[src/rtl/gray_pkg.sv]
// Shared types and helpers for the Gray-pointer receive path.
package gray_pkg;

   // Widest pointer the generic helpers handle; callers zero-extend into
   // this width and truncate the result back to their own width.
   localparam int unsigned MAX_W = 64;

   typedef enum logic [1:0] {
      FILL  = 2'd0,
      PRIME = 2'd1,
      TRACK = 2'd2
   } state_t;

   // Gray to binary: each binary bit is the XOR of all Gray bits at or above it.
   // Zero-extended upper bits decode to zero, so truncation is exact.
   function automatic logic [MAX_W-1:0] gray2bin(input logic [MAX_W-1:0] g);
      logic [MAX_W-1:0] b;
      b[MAX_W-1] = g[MAX_W-1];
      for (int i = int'(MAX_W) - 2; i >= 0; i--) begin
         b[i] = b[i+1] ^ g[i];
      end
      return b;
   endfunction

   // Number of set bits.
   function automatic int unsigned popcount(input logic [MAX_W-1:0] v);
      int unsigned n;
      n = 0;
      for (int i = 0; i < int'(MAX_W); i++) begin
         n = n + {31'd0, v[i]};
      end
      return n;
   endfunction

endpackage

[src/rtl/bit_sync.sv]
// Multi-stage flop chain that brings a foreign-domain bus into clk.
// Pure flops between stages so each bit resolves metastability independently.
module bit_sync #(
   parameter int WIDTH  = 4,
   parameter int STAGES = 2
) (
   input  logic             clk,
   input  logic             resetn,
   input  logic [WIDTH-1:0] d,
   output logic [WIDTH-1:0] q
);

   logic [STAGES-1:0][WIDTH-1:0] sync_q;

   // Shift the bus one stage per clock; stage 0 samples the asynchronous input.
   always_ff @(posedge clk or negedge resetn) begin
      if (!resetn) begin
         sync_q <= '0;
      end else begin
         sync_q <= {sync_q[STAGES-2:0], d};
      end
   end

   assign q = sync_q[STAGES-1];

endmodule

[src/rtl/gray_ptr_decoder.sv]
// Receive end of a Gray-coded pointer crossing: synchronise, decode to binary,
// and report step size, change pulses and multi-bit-step violations.
module gray_ptr_decoder
   import gray_pkg::*;
#(
   parameter int WIDTH       = 4,
   parameter int SYNC_STAGES = 2
) (
   input  logic             clk,
   input  logic             resetn,
   input  logic [WIDTH-1:0] gray_in,
   input  logic             clear_err,
   output logic [WIDTH-1:0] binary_out,
   output logic             bin_valid,
   output logic             changed,
   output logic [WIDTH-1:0] delta,
   output logic             step_err,
   output logic             err_sticky
);

   localparam int CNT_W = (SYNC_STAGES > 2) ? $clog2(SYNC_STAGES) : 1;

   state_t           state;
   state_t           state_nxt;
   logic [CNT_W-1:0] fill_cnt;
   logic [WIDTH-1:0] g_sync;
   logic [WIDTH-1:0] g_prev;
   logic [WIDTH-1:0] bin_cur;
   logic             step_bad;
   logic             sticky_set;

   bit_sync #(
      .WIDTH  (WIDTH),
      .STAGES (SYNC_STAGES)
   ) u_sync (
      .clk    (clk),
      .resetn (resetn),
      .d      (gray_in),
      .q      (g_sync)
   );

   // In TRACK, binary_out always equals the decode of g_prev, so the delta
   // can subtract binary_out instead of decoding g_prev a second time.
   assign bin_cur    = WIDTH'(gray2bin(MAX_W'(g_sync)));
   assign step_bad   = popcount(MAX_W'(g_sync ^ g_prev)) > 1;
   assign sticky_set = (state == TRACK) && step_bad;

   // Next-state: wait for the synchroniser to flush, take one priming sample, then track forever.
   always_comb begin
      state_nxt = state;
      unique case (state)
         FILL:    if (fill_cnt == CNT_W'(SYNC_STAGES - 1)) state_nxt = PRIME;
         PRIME:   state_nxt = TRACK;
         TRACK:   state_nxt = TRACK;
         default: state_nxt = FILL;
      endcase
   end

   // State register and fill counter.
   always_ff @(posedge clk or negedge resetn) begin
      if (!resetn) begin
         state    <= FILL;
         fill_cnt <= '0;
      end else begin
         state <= state_nxt;
         if (state == FILL) fill_cnt <= fill_cnt + 1'b1;
      end
   end

   // Registered outputs: prime on the first real sample, then compare each sample with the last.
   always_ff @(posedge clk or negedge resetn) begin
      if (!resetn) begin
         g_prev     <= '0;
         binary_out <= '0;
         delta      <= '0;
         bin_valid  <= 1'b0;
         changed    <= 1'b0;
         step_err   <= 1'b0;
         err_sticky <= 1'b0;
      end else begin
         changed  <= 1'b0;
         step_err <= 1'b0;
         unique case (state)
            PRIME: begin
               g_prev     <= g_sync;
               binary_out <= bin_cur;
               bin_valid  <= 1'b1;
               delta      <= '0;
            end
            TRACK: begin
               g_prev     <= g_sync;
               binary_out <= bin_cur;
               delta      <= bin_cur - binary_out;
               changed    <= (g_sync != g_prev);
               step_err   <= step_bad;
            end
            default: ;
         endcase
         // A new error beats a simultaneous clear.
         err_sticky <= sticky_set | (err_sticky & ~clear_err);
      end
   end

endmodule
[config.mk]
export PLATFORM = sky130hd
export DESIGN_NAME = gray_ptr_decoder
export DESIGN_NICKNAME = d
export VERILOG_FILES = /design/src/rtl/gray_pkg.sv /design/src/rtl/bit_sync.sv /design/src/rtl/gray_ptr_decoder.sv
export SDC_FILE = /design/constraint.sdc
export NUM_CORES = 1
export LEC_CHECK = 0
export ABC_CLOCK_PERIOD_IN_PS = 2700
export CAP_MARGIN = 20
export CELL_PAD_IN_SITES_DETAIL_PLACEMENT = 0
export CELL_PAD_IN_SITES_GLOBAL_PLACEMENT = 1
export CORE_ASPECT_RATIO = 2
export CORE_MARGIN = 2
export CORE_UTILIZATION = 41
export CTS_CLUSTER_DIAMETER = 60
export DETAILED_ROUTE_END_ITERATION = 7
export GPL_TIMING_DRIVEN = 0
export PLACE_DENSITY = 0.77
export SLEW_MARGIN = 0
export SYNTH_ARGS = -nofsm -noshare
export SYNTH_HDL_FRONTEND = slang
export SYNTH_SLANG_ARGS = --single-unit
export TNS_END_PERCENT = 1
[constraint.sdc]
create_clock -name clk -period 2.7 [get_ports clk]
set_input_delay 0.54 -clock clk [delete_from_list [all_inputs] [get_ports clk]]
set_output_delay 0.54 -clock clk [all_outputs]
set_load 0.02 [all_outputs]
==> results.sh <==
export IMPL_synthArstFlopShare=1.00
export IMPL_power_switching_w=0.000279
export IMPL_cts_clk_slew_worst_paths_ns=0.09
export IMPL_final_area_mm2=0.00148
export IMPL_post_cts_resized=0
export IMPL_max_freq_mhz=445
export IMPL_synth_area_per_cell_um2=12.2
export IMPL_synth_distinct_cells=26
export IMPL_synth_common_cells="dfrtp_1, inv_1, ha_1, o21ai_0"
export IMPL_synthToLayoutAreaGrowth_pct=27.2
export IMPL_cp_max_fo=3
export IMPL_synth_top_area_share=0.560
export IMPL_dp_hpwl_mm=1.41
export IMPL_numCtsBuffers=3
export IMPL_wl_mm=1.78
export IMPL_slowest_stage="dfrtp_1"
export IMPL_synthCells=95
export IMPL_grt_max_degree=21
export IMPL_num_antenna_cells=0
export IMPL_p_seq_frac=0.439
export IMPL_num_rows=27
export IMPL_antenna_found_initial=0
export IMPL_post_route_period_util=0.833
export IMPL_cap_violations=0
export IMPL_leakage_nw=0.724
export IMPL_worstMarginPinSlew_ns=0.457
export IMPL_viasPerCell=4.88
export IMPL_seq_area_um2=651
export IMPL_final_hold_violation_count=0
export IMPL_synth_top_flop_cell="dfrtp_1"
export IMPL_swShare=0.264
export IMPL_vias=717
export IMPL_power_density_mw_per_mm2=715
export IMPL_min_delay_path_depth=0
export IMPL_gp_congestion=0.632
export IMPL_drc_errors=0
export IMPL_cts_root_buf="clkbuf_8"
export IMPL_placed_cell_area_mm2=0.00141
export IMPL_port_buffers=18
export IMPL_cpMostUsedCell="xnor2_2"
export IMPL_ys_top_cells_by_area="dfrtp_1, ha_1, inv_1"
export IMPL_r2r_cells=8
export IMPL_status="complete, no violations"
export IMPL_place_ws_ns=0.455
export IMPL_critPathLaunchType="flip-flop"
export IMPL_initial_utilization=0.424
export IMPL_cts_hold_buf=0
export IMPL_synth_most_common_cell="dfrtp_1"
export IMPL_detail_route_antenna_nets=0
export IMPL_synth_seq_cells=26
export IMPL_fin_crit_ns=2.25
export IMPL_nNetsFinal=136
export IMPL_drt_initial_drc_count=7
export IMPL_nFillCells=252
export IMPL_drive_gt1_frac=0.119
export IMPL_p_int_w=0.000778
export IMPL_critical_path_class="flip-flop to flip-flop"
export IMPL_die_width_um=41.6
export IMPL_cp_slowest_stage_delay_ns=0.43
export IMPL_wl_per_cell_um=12.1
export IMPL_skew_ns=0.00423
export IMPL_clkPwrFrac=0.300
export IMPL_ioPinCount=19
export IMPL_synth_edff_count=0
export IMPL_first_pass_iters=2
export IMPL_slew_violations=0
export IMPL_relSlewSlack=0.696
export IMPL_fp_dieH_um=79.3
export IMPL_multi_input_area_um2=439
export IMPL_cts_tree="done"
export IMPL_cts_max_path_buffers=2
export IMPL_cp_data_required_time_ns=2.87
export IMPL_dieArea_mm2=0.00330
export IMPL_yosys_warnings=0
export IMPL_critPathBufInv=1
export IMPL_crit_path_cell_trace="xnor2_2 > xnor2_2 > inv_2 > xor2_1 > ha_1 > and3b_1 > or3_1 > a41o_1"
export IMPL_post_route_worst_setup_slack_ns=0.452
export IMPL_tns_ns=0
export IMPL_crit_path_end_kind="flip-flop"
export IMPL_final_setup_viol_count=0
export IMPL_h_tree_depth=1
export IMPL_rsz0062_at_grt="no"
export IMPL_ir_worst_vdd_mv=0.426
export IMPL_overflow=0
export IMPL_worstPathArrival_ns=2.41
export IMPL_cts_setup_buffers=0
export IMPL_worst_path_stages=8
export IMPL_seq_area_frac_synth=0.560
export IMPL_min_path_type="flip-flop to flip-flop"
export IMPL_power_w=0.00106
export IMPL_crit_family="XOR/XNOR gates"
export IMPL_synth_nets=112
export IMPL_grt_pass1_wl_mm=3.19
export IMPL_synth_area_leader_cell="dfrtp_1"
export IMPL_cts_sinks=26
export IMPL_core_area_mm2=0.00274
export IMPL_clk_latency_ns=0.27
export IMPL_syn_area_mm2=0.00116
export IMPL_combinationalPowerShare=0.261
export IMPL_grt_usage=0.130
export IMPL_grt_pass1_vias=731
-- sequential cells by signal, indices dropped and copies added, names as in the netlist --
name           cells
step_err           1
state              2
g_prev             3
err_sticky         1
delta              4
u_sync.sync_q      4
fill_cnt           1
bin_valid          1
changed            1
binary_out         4
u_sync.q           4
-- power by group through the flow --
stage / registers [W] / logic [W] / clock network, W
detailed placement: 0.000474 / 0.000278 / 0
finish: 0.000464 / 0.000275 / 0.000317
global placement: 0.000471 / 0.000267 / 0
global route: 0.000472 / 0.000306 / 0.000344
CTS: 0.000467 / 0.000281 / 0.000327
floorplan: 0.000520 / 0.000104 / 0
-- cell usage in the layout (no fill, tap or decap), types with 3 or more instances in the layout --
master	synthesis	layout
clkbuf_8	0	3
nor2_1	4	4
xor2_1	4	4
clkdlybuf4s50_1	0	18
xnor2_1	3	3
o21ai_0	6	6
inv_1	14	14
a21oi_1	4	4
dfrtp_1	26	26
ha_1	8	8
mux2_2	4	4
-- per-stage QoR --
step	hold WS, ns	util	std cells
after global routing	0.365	0.540	147
after detailed placement	0.337	0.513	143
final	0.354	0.540	147
after CTS	0.358	0.540	147
after global placement	0.333	0.503	142
after floorplan	0.244	-	95
-- final timing paths --
path | slack, ns | start | to
max | 0.45 | u_sync.q[3] | delta[3]
min | 0.35 | u_sync.sync_q[2] | u_sync.q[2]
max reg2reg | 0.45 | u_sync.q[3] | delta[3]
min reg2reg | 0.35 | u_sync.sync_q[2] | u_sync.q[2]
max in group asynchronous | 1.69 | resetn | u_sync.sync_q[0]
min in group asynchronous | 0.57 | resetn | delta[2]
-- worst reg2reg max path, stage by stage (launching register included) --
cell	delay, ns
dfrtp_1	0.43
xnor2_2	0.28
xnor2_2	0.16
inv_2	0.08
xor2_1	0.19
ha_1	0.22
and3b_1	0.20
or3_1	0.34
a41o_1	0.24
-- area by class of cell --
cell class,instances,share of cell area
plain buffers,3,0.0102
clock buffers,3,0.0280
clock inverters,1,0.0203
inverters,15,0.0381
multi-input cells,51,0.297
flip-flops and latches,26,0.441
well taps,29,0.0246
repair buffers,19,0.141
-- routing by layer --
metal	up-vias	global-route usage	share of wire
li1	349	-	-
met2	12	0.233	0.57
met1	352	0.138	0.38
met5	-	0	0
met3	4	0.0295	0.028
met4	0	0.0677	0.025
-- cells by family after synthesis --
kind of cell             count (synthesis)  share of synthesized area
flip-flops                              26                      0.560
multiplexers                             5                     0.0474
adder cells (fa/ha/maj)                 10                      0.121
XOR/XNOR                                 9                     0.0808
AO/OA/AOI/OAI                           13                     0.0636
AND/OR/NAND/NOR                         14                     0.0657
buffers and inverters                   18                     0.0614
(Power assumes the default switching activity.)
